--- config.mk ---
export PLATFORM = sky130hd
export DESIGN_NAME = spi_ahb_regs
export DESIGN_NICKNAME = d
export VERILOG_FILES = /design/src/rtl/spi_ahb_regs_pkg.sv /design/src/rtl/spi_occ_cnt.sv /design/src/rtl/spi_ahb_regs.sv
export SDC_FILE = /design/constraint.sdc
export NUM_CORES = 1
export LEC_CHECK = 0
export CAP_MARGIN = 20
export CORE_MARGIN = 3
export CORE_UTILIZATION = 29
export CTS_CLUSTER_SIZE = 10
export DETAILED_ROUTE_END_ITERATION = 10
export PLACE_DENSITY = 0.55
export SYNTH_ARGS = -nofsm -noshare
export SYNTH_HDL_FRONTEND = slang
export SYNTH_SLANG_ARGS = --single-unit
--- constraint.sdc ---
create_clock -name clk -period 4.2 [get_ports clk]
set_input_delay 0.42 -clock clk [delete_from_list [all_inputs] [get_ports clk]]
set_output_delay 0.42 -clock clk [all_outputs]
set_load 0.1 [all_outputs]
--- src/rtl/spi_ahb_regs_pkg.sv ---
// Shared register-map constants for the SPI AHB register front-end.
package spi_ahb_regs_pkg;

  localparam int FIFO_DEPTH_DEF = 16;

  localparam logic [1:0] ADDR_CR  = 2'd0;
  localparam logic [1:0] ADDR_SR  = 2'd1;
  localparam logic [1:0] ADDR_DR  = 2'd2;
  localparam logic [1:0] ADDR_RSV = 2'd3;

  localparam int CR_EN       = 0;
  localparam int CR_CPOL     = 1;
  localparam int CR_CPHA     = 2;
  localparam int CR_FIRSTBIT = 3;
  localparam int CR_IRQEN    = 4;
  localparam int CR_PSC_LSB  = 8;
  localparam logic [11:0] CR_MASK = 12'hF1F;

  localparam int SR_BUSY      = 0;
  localparam int SR_TXF       = 1;
  localparam int SR_RXNE      = 2;
  localparam int SR_DONE      = 3;
  localparam int SR_TXOVR     = 4;
  localparam int SR_RXOVR     = 5;
  localparam int SR_TXCNT_LSB = 8;
  localparam int SR_RXCNT_LSB = 16;

  // Bus data-phase tracking: RD1 is the DR-read wait state, RD2 returns the RX byte.
  typedef enum logic [1:0] {PH_IDLE, PH_DATA, PH_RD1, PH_RD2} phase_t;

endpackage

--- src/rtl/spi_occ_cnt.sv ---
// Up/down occupancy counter saturating at DEPTH and 0; updates on the next edge.
// No backpressure: an increment while full is dropped and reported on ovf.
module spi_occ_cnt #(
  parameter int DEPTH = 16,
  parameter int W     = 5
) (
  input  logic         clk,
  input  logic         rst_n,
  input  logic         inc,
  input  logic         dec,
  output logic [W-1:0] cnt,
  output logic [W-1:0] cnt_nxt,
  output logic         full,
  output logic         empty,
  output logic         ovf
);
  logic inc_ok;
  logic dec_ok;

  assign full   = (cnt == W'(DEPTH));
  assign empty  = (cnt == '0);
  assign inc_ok = inc & ~full;
  assign dec_ok = dec & ~empty;
  assign ovf    = inc & full;

  always_comb begin
    cnt_nxt = cnt;
    if (inc_ok && !dec_ok) cnt_nxt = cnt + W'(1);
    else if (dec_ok && !inc_ok) cnt_nxt = cnt - W'(1);
  end

  always_ff @(posedge clk or negedge rst_n) begin
    if (!rst_n) cnt <= '0;
    else        cnt <= cnt_nxt;
  end
endmodule

--- src/rtl/spi_ahb_regs.sv ---
// AHB-Lite register front-end for the SPI controller: CR/SR/DR decode, FIFO shadow counters, sticky flags, IRQ.
// Zero wait states except DR reads (one wait state to fetch the RX byte); HREADYOUT is the only backpressure.
module spi_ahb_regs
  import spi_ahb_regs_pkg::*;
#(
  parameter int FIFO_DEPTH = FIFO_DEPTH_DEF,
  parameter int CNT_W      = $clog2(FIFO_DEPTH + 1)
) (
  input  logic        clk,
  input  logic        rst_n,
  input  logic        HSEL,
  input  logic [3:0]  HADDR,
  input  logic [1:0]  HTRANS,
  input  logic        HWRITE,
  input  logic        HREADY,
  input  logic [31:0] HWDATA,
  output logic [31:0] HRDATA,
  output logic        HREADYOUT,
  output logic        HRESP,
  output logic        spi_en,
  output logic        irq_en,
  output logic        cpol,
  output logic        cpha,
  output logic        firstbit,
  output logic [3:0]  psc,
  output logic        wr_txfifo,
  output logic [7:0]  wrdata,
  output logic        rd_rxfifo,
  input  logic [7:0]  rddata,
  input  logic        tr_flag,
  output logic        spi_irq
);
  phase_t           state;
  logic [1:0]       a_addr;
  logic             a_write;
  logic             rd_hit;
  logic             tr_q;
  logic [11:0]      cr_reg, cr_nxt;
  logic             done, txovr, rxovr;
  logic             done_nxt, txovr_nxt, rxovr_nxt;
  logic [31:0]      hrdata_q, rd_mux;
  logic [CNT_W-1:0] tx_cnt, tx_nxt, rx_cnt, rx_nxt;
  logic             tx_full, tx_empty, tx_ovf, rx_full, rx_empty, rx_ovf;
  logic             acc, dp, cr_wr, sr_wr, dr_wr, tr_done;
  logic             unused;

  assign acc     = HSEL & HREADY & HTRANS[1];
  assign dp      = (state == PH_DATA);
  assign cr_wr   = dp & a_write & (a_addr == ADDR_CR);
  assign sr_wr   = dp & a_write & (a_addr == ADDR_SR);
  assign dr_wr   = dp & a_write & (a_addr == ADDR_DR);
  assign tr_done = tr_flag & ~tr_q;

  spi_occ_cnt #(.DEPTH(FIFO_DEPTH), .W(CNT_W)) u_tx_cnt (
    .clk(clk), .rst_n(rst_n), .inc(dr_wr), .dec(tr_done),
    .cnt(tx_cnt), .cnt_nxt(tx_nxt), .full(tx_full), .empty(tx_empty), .ovf(tx_ovf)
  );

  spi_occ_cnt #(.DEPTH(FIFO_DEPTH), .W(CNT_W)) u_rx_cnt (
    .clk(clk), .rst_n(rst_n), .inc(tr_done), .dec(rd_rxfifo),
    .cnt(rx_cnt), .cnt_nxt(rx_nxt), .full(rx_full), .empty(rx_empty), .ovf(rx_ovf)
  );

  // Hardware set takes priority over a W1C clear in the same cycle.
  assign done_nxt  = tr_done | (done  & ~(sr_wr & HWDATA[SR_DONE]));
  assign txovr_nxt = tx_ovf  | (txovr & ~(sr_wr & HWDATA[SR_TXOVR]));
  assign rxovr_nxt = rx_ovf  | (rxovr & ~(sr_wr & HWDATA[SR_RXOVR]));
  assign cr_nxt    = cr_wr ? (HWDATA[11:0] & CR_MASK) : cr_reg;

  // Read data is built from next-state values so a read right behind a write sees it.
  always_comb begin
    rd_mux = '0;
    case (HADDR[3:2])
      ADDR_CR: rd_mux[11:0] = cr_nxt;
      ADDR_SR: begin
        rd_mux[SR_BUSY]                 = (tx_nxt != '0);
        rd_mux[SR_TXF]                  = (tx_nxt == CNT_W'(FIFO_DEPTH));
        rd_mux[SR_RXNE]                 = (rx_nxt != '0);
        rd_mux[SR_DONE]                 = done_nxt;
        rd_mux[SR_TXOVR]                = txovr_nxt;
        rd_mux[SR_RXOVR]                = rxovr_nxt;
        rd_mux[SR_TXCNT_LSB +: CNT_W]   = tx_nxt;
        rd_mux[SR_RXCNT_LSB +: CNT_W]   = rx_nxt;
      end
      default: rd_mux = '0;
    endcase
  end

  always_ff @(posedge clk or negedge rst_n) begin
    if (!rst_n) begin
      state     <= PH_IDLE;
      a_addr    <= '0;
      a_write   <= 1'b0;
      rd_hit    <= 1'b0;
      tr_q      <= 1'b0;
      cr_reg    <= '0;
      done      <= 1'b0;
      txovr     <= 1'b0;
      rxovr     <= 1'b0;
      spi_irq   <= 1'b0;
      wr_txfifo <= 1'b0;
      wrdata    <= '0;
      rd_rxfifo <= 1'b0;
      hrdata_q  <= '0;
    end else begin
      tr_q      <= tr_flag;
      cr_reg    <= cr_nxt;
      done      <= done_nxt;
      txovr     <= txovr_nxt;
      rxovr     <= rxovr_nxt;
      spi_irq   <= cr_nxt[CR_IRQEN] & done_nxt;
      wr_txfifo <= dr_wr & ~tx_full;
      if (dr_wr && !tx_full) wrdata <= HWDATA[7:0];
      rd_rxfifo <= 1'b0;
      case (state)
        PH_RD1: begin
          state <= PH_RD2;
          if (!rd_hit) hrdata_q <= '0;
        end
        default: begin
          if (state == PH_RD2 && rd_hit) hrdata_q <= {24'h0, rddata};
          if (acc) begin
            a_addr  <= HADDR[3:2];
            a_write <= HWRITE;
            if (!HWRITE && HADDR[3:2] == ADDR_DR) begin
              state     <= PH_RD1;
              rd_hit    <= ~rx_empty;
              rd_rxfifo <= ~rx_empty;
            end else begin
              state <= PH_DATA;
              if (!HWRITE) hrdata_q <= rd_mux;
            end
          end else begin
            state <= PH_IDLE;
          end
        end
      endcase
    end
  end

  assign HRDATA    = (state == PH_RD2 && rd_hit) ? {24'h0, rddata} : hrdata_q;
  assign HREADYOUT = (state != PH_RD1);
  assign HRESP     = 1'b0;
  assign spi_en    = cr_reg[CR_EN];
  assign cpol      = cr_reg[CR_CPOL];
  assign cpha      = cr_reg[CR_CPHA];
  assign firstbit  = cr_reg[CR_FIRSTBIT];
  assign irq_en    = cr_reg[CR_IRQEN];
  assign psc       = cr_reg[CR_PSC_LSB +: 4];
  assign unused    = &{1'b0, HADDR[1:0], HTRANS[0], HWDATA[31:12], tx_cnt, rx_cnt, tx_empty, rx_full};
endmodule
Word level (Yosys, flattened, before mapping)
Index checks and enable logic that the tools add are counted. W data, S select, Z words.

Register bits after elaboration: 75. Latch bits: 0. Bits in writable memories: 0. Memory bits (read-only): 0. Output and inout bits: 54. Logic and storage cells: 107. Memories: 0.

Add/subtract/negate cells: 4. Multiply operators: 0. Div/mod/pow operators: 0. Magnitude comparators: 0. Equal/unequal tests: 12. Shift-type cells: 0. Mux-type cells: 22. Bitwise gates (word level): 32. Reduce and logical (&&, ||, !) cells: 21.

Operators by type and width (count): $mux W32 (6); $mux W5 (5); $and A1 B1 Y1 (20); $eq A5 B5 Y1 const B (3); $mux W12 (1); $pmux W6 S2 (1); $add A5 B1 Y5 const B (2); $logic_not A5 Y1 (2); $reduce_bool A5 Y1 (2); $sub A5 B1 Y5 const B (2); $not A1 Y1 (9); $eq A2 B2 Y1 const B (4); $mux W2 (4); $pmux W4 S2 (1); $logic_and A1 B1 Y1 (7); $eq A2 B1 Y1 const B (3); $logic_not A1 Y1 (6); $logic_not A2 Y1 (2); $mux W1 (4); $ne A2 B2 Y1 const B (2); $or A1 B1 Y1 (3); $reduce_and A3 Y1 (1); $reduce_and A2 Y1 (1).

Depth between registers and ports, before layout
Gate-level depths: netlist (run 1).

Word-level depth: 14. Mapped depth: 10. Gate-level depth less buffers: 8.

By module
Synthesis (run 1) repeated with hierarchy kept, for this count alone.

Cell total of the unflattened synthesis: 413. Area, all modules: 4150.2 um2.

By module, submodules not included: spi_ahb_regs (instances 1, cells an instance 311, area each 3266.9 um2, sequential area each 1626.6 um2); spi_occ_cnt (instances 2, cells an instance 51, area each 441.7 um2, sequential area each 125.1 um2).

Worst setup path after synthesis (run 1)
OpenSTA, ideal clock, no wires.

Path type: register to register. From: register rd_rxfifo. To: register hrdata_q[2]. Setup time: 136 ps. Arrival time: 2299 ps. Required time: 4064 ps. Setup slack: 1766 ps. Stages on the path, launching flop included: 6. Buffers on the path: 0. Period minus slack after synthesis: 2434 ps. Cell sequence: dfrtp_1 -> o211ai_2 -> o41ai_1 -> xor2_1 -> nor4_1 -> o221ai_2.

Longest elaborated chain between the ends: 10. Elaborated cells on any way between the ends: 12.

RTL lines: start, declared (RTL line spi_ahb_regs.sv:28) `output logic rd_rxfifo,`; start signal, assigned (RTL line spi_ahb_regs.sv:128) `rd_rxfifo <= ~rx_empty;`; $and A1 B1 Y1 * (RTL line spi_occ_cnt.sv:23) `assign dec_ok = dec & ~empty;`; $logic_and A1 B1 Y1 / $logic_not A1 Y1 (equally long branches) (RTL line spi_occ_cnt.sv:29, spi_occ_cnt.sv:28); $mux W5 / $logic_and A1 B1 Y1 (equally long branches) (RTL line spi_occ_cnt.sv:29, spi_occ_cnt.sv:28); $mux W5 * (RTL line spi_occ_cnt.sv:28) `if (inc_ok && !dec_ok) cnt_nxt = cnt + W'(1);`; net rx_nxt[3] (RTL line spi_ahb_regs.sv:42) `logic [CNT_W-1:0] tx_cnt, tx_nxt, rx_cnt, rx_nxt;`; $reduce_bool A5 Y1 * (RTL line spi_ahb_regs.sv:78) `rd_mux[SR_RXNE] = (rx_nxt != '0);`; $pmux W6 S2 * (RTL line spi_ahb_regs.sv:73) `case (HADDR[3:2])`; $mux W32 * (RTL line spi_ahb_regs.sv:131) `if (!HWRITE) hrdata_q <= rd_mux;`; $mux W32 * (RTL line spi_ahb_regs.sv:125) `if (!HWRITE && HADDR[3:2] == ADDR_DR) begin`; $mux W32 * (RTL line spi_ahb_regs.sv:122) `if (acc) begin`; $mux W32 * (RTL line spi_ahb_regs.sv:115) `case (state)`; end signal, assigned (RTL line spi_ahb_regs.sv:121) `if (state == PH_RD2 && rd_hit) hrdata_q <= {24'h0, rddata};`; end signal, assigned (RTL line spi_ahb_regs.sv:131); end, declared (RTL line spi_ahb_regs.sv:41) `logic [31:0] hrdata_q, rd_mux;`.

The timed path passes the listed nets; every way through them passes the cells marked *. A chain may end at the register's enable or synchronous reset.

Worst setup path in the final report (run 1)
From: register rd_hit. To: output port HRDATA[10].

Longest elaborated chain between the ends: 2.

RTL lines: start, declared (RTL line spi_ahb_regs.sv:36) `logic rd_hit;`; start signal, assigned (RTL line spi_ahb_regs.sv:127) `rd_hit <= ~rx_empty;`; $logic_and A1 B1 Y1 (RTL line spi_ahb_regs.sv:141) `assign HRDATA = (state == PH_RD2 && rd_hit) ? {24'h0, rddata} : hrdata_q;`; $mux W32 (RTL line spi_ahb_regs.sv:141); end, declared (RTL line spi_ahb_regs.sv:17) `output logic [31:0] HRDATA,`.

Every way passes these cells.

==> impl_metrics.tcl, run 1 <==
set metrics [dict create \
    drt_iter0_markers 131 \
    slowest_stage "clkdlybuf4s50_1" \
    crit_buf_inv 1 \
    finClkSkew_ns 0.00407 \
    vias 2915 \
    cts_sinks 75 \
    die_w_um 120 \
    synth_top_area_share_pct 50.0 \
    grt_pass1_vias 3011 \
    ir_drop_mv 0.586 \
    num-fill-cells 1269 \
    critPathTopFamily "simple AND/OR/NAND/NOR gates" \
    io_buffers 81 \
    syn_nets 406 \
    final-hold-violation-count 0 \
    drv_slew 0 \
    yosysWarnings 0 \
    clk_pin_slew_ns 0.06 \
    ctsHoldBuffers 0 \
    antenna_found_initial 0 \
    grt_max_degree 76 \
    cts_root_buf "clkbuf_16" \
    setup_ws_ns 0.645 \
    ys.flop_type "dfrtp_1" \
    slew_headroom_pct 33.8 \
    synth_edf_count 0 \
    io_pins 106 \
    cp-startpoint "rd_hit" \
    drc_errors 0 \
    finalSetupTns_ns 0 \
    core_um2 12300 \
    critPathKind "register to output port" \
    syn-instance-count 350 \
    synth_cell_types 63 \
    yosysMostFrequentCell "dfrtp_1" \
    status "finished clean" \
    syn_avg_cell_area_um2 10.7 \
    finalCritPeriodShare_pct 84.7 \
    critPathRequiredTime_ns 3.78 \
    cp-end-kind "output port" \
    ant_nets 0 \
    tritoncts "done" \
    clock_latency_ns 0.34 \
    cp_slowest_stage_delay_ns 0.98 \
    multi_input_area_um2 1710 \
    die_h_um 120 \
    grt_usage_pct 14.0 \
    fin_crit_ns 3.56 \
    cp_cell_sequence "nand3_1, and2_1, clkdlybuf4s50_1" \
    start_util_pct 30.5 \
    final_nets 479 \
    diodes 0 \
    drive_gt1_share_pct 15.2 \
    largest_reg_flops 32 \
    area_growth_pct 32.1 \
    seq_area_um2 1880 \
    cp_num_cells 3 \
    post_cts_buffers 0 \
    post_synth_instance_area_um2 3760 \
    wl_um 9680 \
    gp_congestion 0.787 \
    cts_resized 0 \
    p_leak_nw 2.15 \
    cp-start-kind "register" \
    cap_viol_max_count 0 \
    synthArstFlopShare_pct 100 \
    drt_first_pass_iters 4 \
    cts_made_buffers 9 \
    vias_per_cell 4.89 \
    min_path_type "input port to asynchronous set/reset pin" \
    grt_pass1_wl_um 15900 \
    p_per_area_nw_per_um2 786 \
    fmax_ghz 0.281 \
    synthTopCellsByCount "75 x dfrtp_1, 42 x and2_1, 26 x mux2_2" \
    num_rows 40 \
    grt_overflow 0 \
    post_drt_wl_per_cell_um 16.2 \
    pre_cts_ws_ns 0.996 \
    rsz0062_at_grt "no" \
    cp.arrival_ns 3.14 \
    worstMarginPinSlew_ns 0.990 \
    r2r_start "u_rx_cnt.cnt[0]" \
    setup_viol_count_final 0 \
    ys_ff_latch 75 \
    clk_path_buf_depth 2 \
    reg2reg_depth 8 \
    h-tree-depth 3 \
    seq_area_frac_synth_pct 50.0 \
    hpwl_um 6790 \
    die_area_um2 14400 \
    path_max_fanout 28 \
    yosys.area.top_type "dfrtp_1" \
    synthTopCellsByArea "dfrtp_1 50%, mux2_2 7.8%, and2_1 7.0%" \
]
per-stage QoR:
stage	area [µm²]	hold WS (ns)	util, %	power (mW)	instances
2_1_floorplan	3760	0.124	-	2.69	350
3_3_place_gp	4660	0.463	37.8	3.11	580
3_5_place_dp	4660	0.466	37.8	3.13	580
4_1_cts	4960	0.281	40.3	3.94	596
5_1_grt	4960	0.327	40.3	4.09	596
6_report	4960	0.237	40.3	3.90	596
worst reg2reg max path: cells and delay by family (launching register included):
kind,cells,cell delay [ns]
DFF,1,0.44
adders and majority gates,1,0.22
buffers and inverters,1,0.12
AOI/OAI and AO/OA,3,0.73
xor gates and xnor gates,1,0.10
and+or+nand+nor,2,1.10
placed cells by master, fill, tap and decap left out, drive strengths merged, types with 6 or more instances in the layout:
cell           instances
dfrtp                 75
clkdlybuf4s50         72
and2                  42
mux2                  27
nand2                 21
nor2                  21
o21ai                 16
nand3                 15
inv                   14
buf                   12
clkbuf                 9
a22o                   8
and3                   6
nor2b                  6
per-layer routing:
layer / vias to the layer above / GRT usage, % / share of wire [%]
li1: 1391 / - / -
met1: 1431 / 18.3 / 46
met2: 78 / 21.8 / 46
met3: 15 / 4.48 / 5.9
met4: 0 / 5.23 / 2.1
met5: - / 0 / 0
cell type report:
class	count	area share [%]
Clock buffer	9	4.54
Clock inverter	7	1.54
Inverter	13	0.984
Multi-Input combinational cell	240	34.5
Sequential cell	75	37.8
Tap cell	168	4.24
Timing Repair Buffer	84	16.3
worst paths after layout:
| path | end | slack (ns) |
|---|---|---|
| max | HRDATA[10] | 0.64 |
| min | cr_reg[2] | 0.24 |
| max reg2reg | hrdata_q[2] | 1.33 |
| min reg2reg | hrdata_q[28] | 0.48 |
| max in group asynchronous | hrdata_q[20] | 3.33 |
| min in group clk | hrdata_q[28] | 0.48 |
kinds of logic (layout without fill, tap and decap cells):
group | after synthesis | in the layout | synth area share (%)
mux | 32 | 32 | 9.53
other cells | 1 | 1 | 0.0998
buf+inv | 35 | 113 | 4.43
flops | 75 | 75 | 50.0
compound gates | 63 | 63 | 13.1
xor+xnor | 7 | 7 | 1.83
simple gates | 133 | 133 | 19.8
fa+ha+maj | 4 | 4 | 1.33
power by group:
| part | switching, mW | internal (mW) | total (mW) |
|---|---|---|---|
| Combinational | 1.47 | 0.546 | 2.01 |
| Clock | 0.322 | 0.464 | 0.787 |
| Sequential | 0.167 | 0.929 | 1.10 |
No activity file was read; power rests on OpenSTA's default activity.
==> run 2, diff against run 1 <==
PLACE_DENSITY = 0.57   (was 0.55)
clock period = 2.91 ns   (was 4.2 ns; I/O delays follow)
==> impl_metrics.tcl, run 2 (same netlist as run 1, synthesis figures left out) <==
set metrics [dict create \
    hpwl_um 6990 \
    cp-end-kind "register" \
    h-tree-depth 3 \
    r2r_slack_ns 0.30 \
    switching_power_mw 2.86 \
    power.internal_mw 3.13 \
    cp-start-kind "register" \
    cp_cell_sequence "inv_1, ha_1, nor4b_1, o2111ai_1, o22ai_1, xor2_1, a31o_1, o41a_1" \
    grt_overflow 0 \
    die_area_um2 14400 \
    vias_per_cell 4.87 \
    cts_root_buf "clkbuf_16" \
    p_leak_nw 2.34 \
    status "finished clean" \
    final_common_cell "dfrtp_1" \
    ctsHoldBuffers 0 \
    finalCritPeriodShare_pct 89.8 \
    die_h_um 120 \
    cp_slowest_stage_delay_ns 0.44 \
    area_growth_pct 37.5 \
    drt_iter0_markers 182 \
    final-hold-violation-count 0 \
    worstMarginPinSlew_ns 0.959 \
    final_cells 603 \
    clk_pin_slew_ns 0.06 \
    gp_congestion 0.823 \
    finalSetupTns_ns 0 \
    dp_cells 587 \
    slew_headroom_pct 36.1 \
    core_um2 12300 \
    diodes 0 \
    cts_sinks 75 \
    cts_made_buffers 9 \
    clock_latency_ns 0.33 \
    fmax_ghz 0.383 \
    antenna_found_initial 0 \
    die_w_um 120 \
    io_buffers 81 \
    fin_crit_ns 2.61 \
    num_rows 40 \
    final_cell_mix "75 x dfrtp_1, 46 x buf_4, 42 x and2_1, 27 x clkdlybuf4s50_1, 26 x mux2_2" \
    path_max_fanout 6 \
    pwr-share-seq_pct 26.5 \
    endpoint "hrdata_q[0]" \
    start_util_pct 30.5 \
    drv_slew 0 \
    wl_um 9740 \
    cap_viol_max_count 0 \
    clk_path_buf_depth 2 \
    drc_errors 0 \
    ant_nets 0 \
    tritoncts "done" \
    largest_reg_flops 32 \
    grt_pass1_wl_um 16000 \
    post_drt_wl_per_cell_um 16.1 \
    cts_resized 0 \
    drive_gt1_share_pct 26.7 \
    rsz0062_at_grt "no" \
    finClkSkew_ns 0.00788 \
    grt_max_degree 76 \
    r2r_start "u_tx_cnt.cnt[0]" \
    critPathRequiredTime_ns 3.11 \
    critPathKind "register to register" \
    cp.arrival_ns 2.82 \
    clkPwrFrac_pct 21.4 \
    cp-startpoint "u_tx_cnt.cnt[0]" \
    p_per_area_nw_per_um2 1160 \
    ir_drop_mv 0.812 \
    setup_viol_count_final 0 \
    final_nets 486 \
    combPwrFrac_pct 52.1 \
    vias 2934 \
    fin_util_pct 42.0 \
    worst_r2r_endpoint "hrdata_q[0]" \
    post_cts_buffers 0 \
    slowest_stage "dfrtp_1" \
    switching_share_pct 47.7 \
    grt_usage_pct 14.0 \
    grt_pass1_vias 3061 \
    whs_ns 0.0929 \
    min_path_type "input port to asynchronous set/reset pin" \
    reg2reg_depth 8 \
    io_pins 106 \
    drt_first_pass_iters 4 \
]
## run 2: cell types whose count changed in the layout (fill, tap and decap cells not counted)
cell / previous run / this run
buf_4: 12 / 46
buf_12: 0 / 18
inv_6: 2 / 1
clkbuf_1: 0 / 1
bufinv_16: 1 / 3
clkinvlp_4: 2 / 0
clkdlybuf4s50_1: 72 / 27
## run 2: cell type report
class                   count  area (µm²)
inverters                  13        48.8
clock buffers              10         229
flip-flops and latches     75        1880
repair buffers             91         976
clock inverters             6         113
well taps                 168         210
fillers                  1222        7150
multi-input cells         240        1710
## run 2: power groups by stage
stage	clock network [mW]	registers [mW]	logic (mW)
floorplan	0	2.21	1.67
global placement	0	1.59	3.11
detailed placement	0	1.60	3.13
CTS	1.31	1.59	3.14
global route	1.36	1.64	3.27
finish	1.28	1.59	3.12
## run 2: worst min-delay path by stage
stage / start / end / cells after the start
3_5_place_dp: hrdata_q[31] / hrdata_q[31] / 1
3_3_place_gp: hrdata_q[8] / hrdata_q[8] / 2
2_1_floorplan: rst_n / a_addr[0] / 0
5_1_grt: rst_n / cr_reg[6] / 1
4_1_cts: rst_n / cr_reg[3] / 1
6_report: rst_n / cr_reg[6] / 1
## run 2: per-stage QoR
step / setup WS (ns) / total power, mW / instance area [µm²]
2_1_floorplan: 0.476 / 3.88 / 3760
3_3_place_gp: 0.345 / 4.70 / 4820
3_5_place_dp: 0.302 / 4.73 / 4820
4_1_cts: 0.291 / 6.04 / 5170
5_1_grt: 0.0146 / 6.27 / 5170
6_report: 0.296 / 5.99 / 5170
## run 2: layer usage
layer / GRT usage [%] / part of all wire [%] / vias up
met2: 22.3 / 46 / 74
met4: 3.87 / 1.1 / 0
met1: 19.0 / 47 / 1453
met5: 0 / 0 / -
li1: - / - / 1398
met3: 3.63 / 5.2 / 9
## run 2: worst max-delay path, delay by kind of cell (launching register included)
kind | cells | cell delay, ns
AND/OR/NAND/NOR | 1 | 0.28
XOR/XNOR | 1 | 0.15
adder cells (fa/ha/maj) | 1 | 0.24
buffers and inverters | 1 | 0.12
flip-flops | 1 | 0.44
AO/OA/AOI/OAI | 4 | 1.25
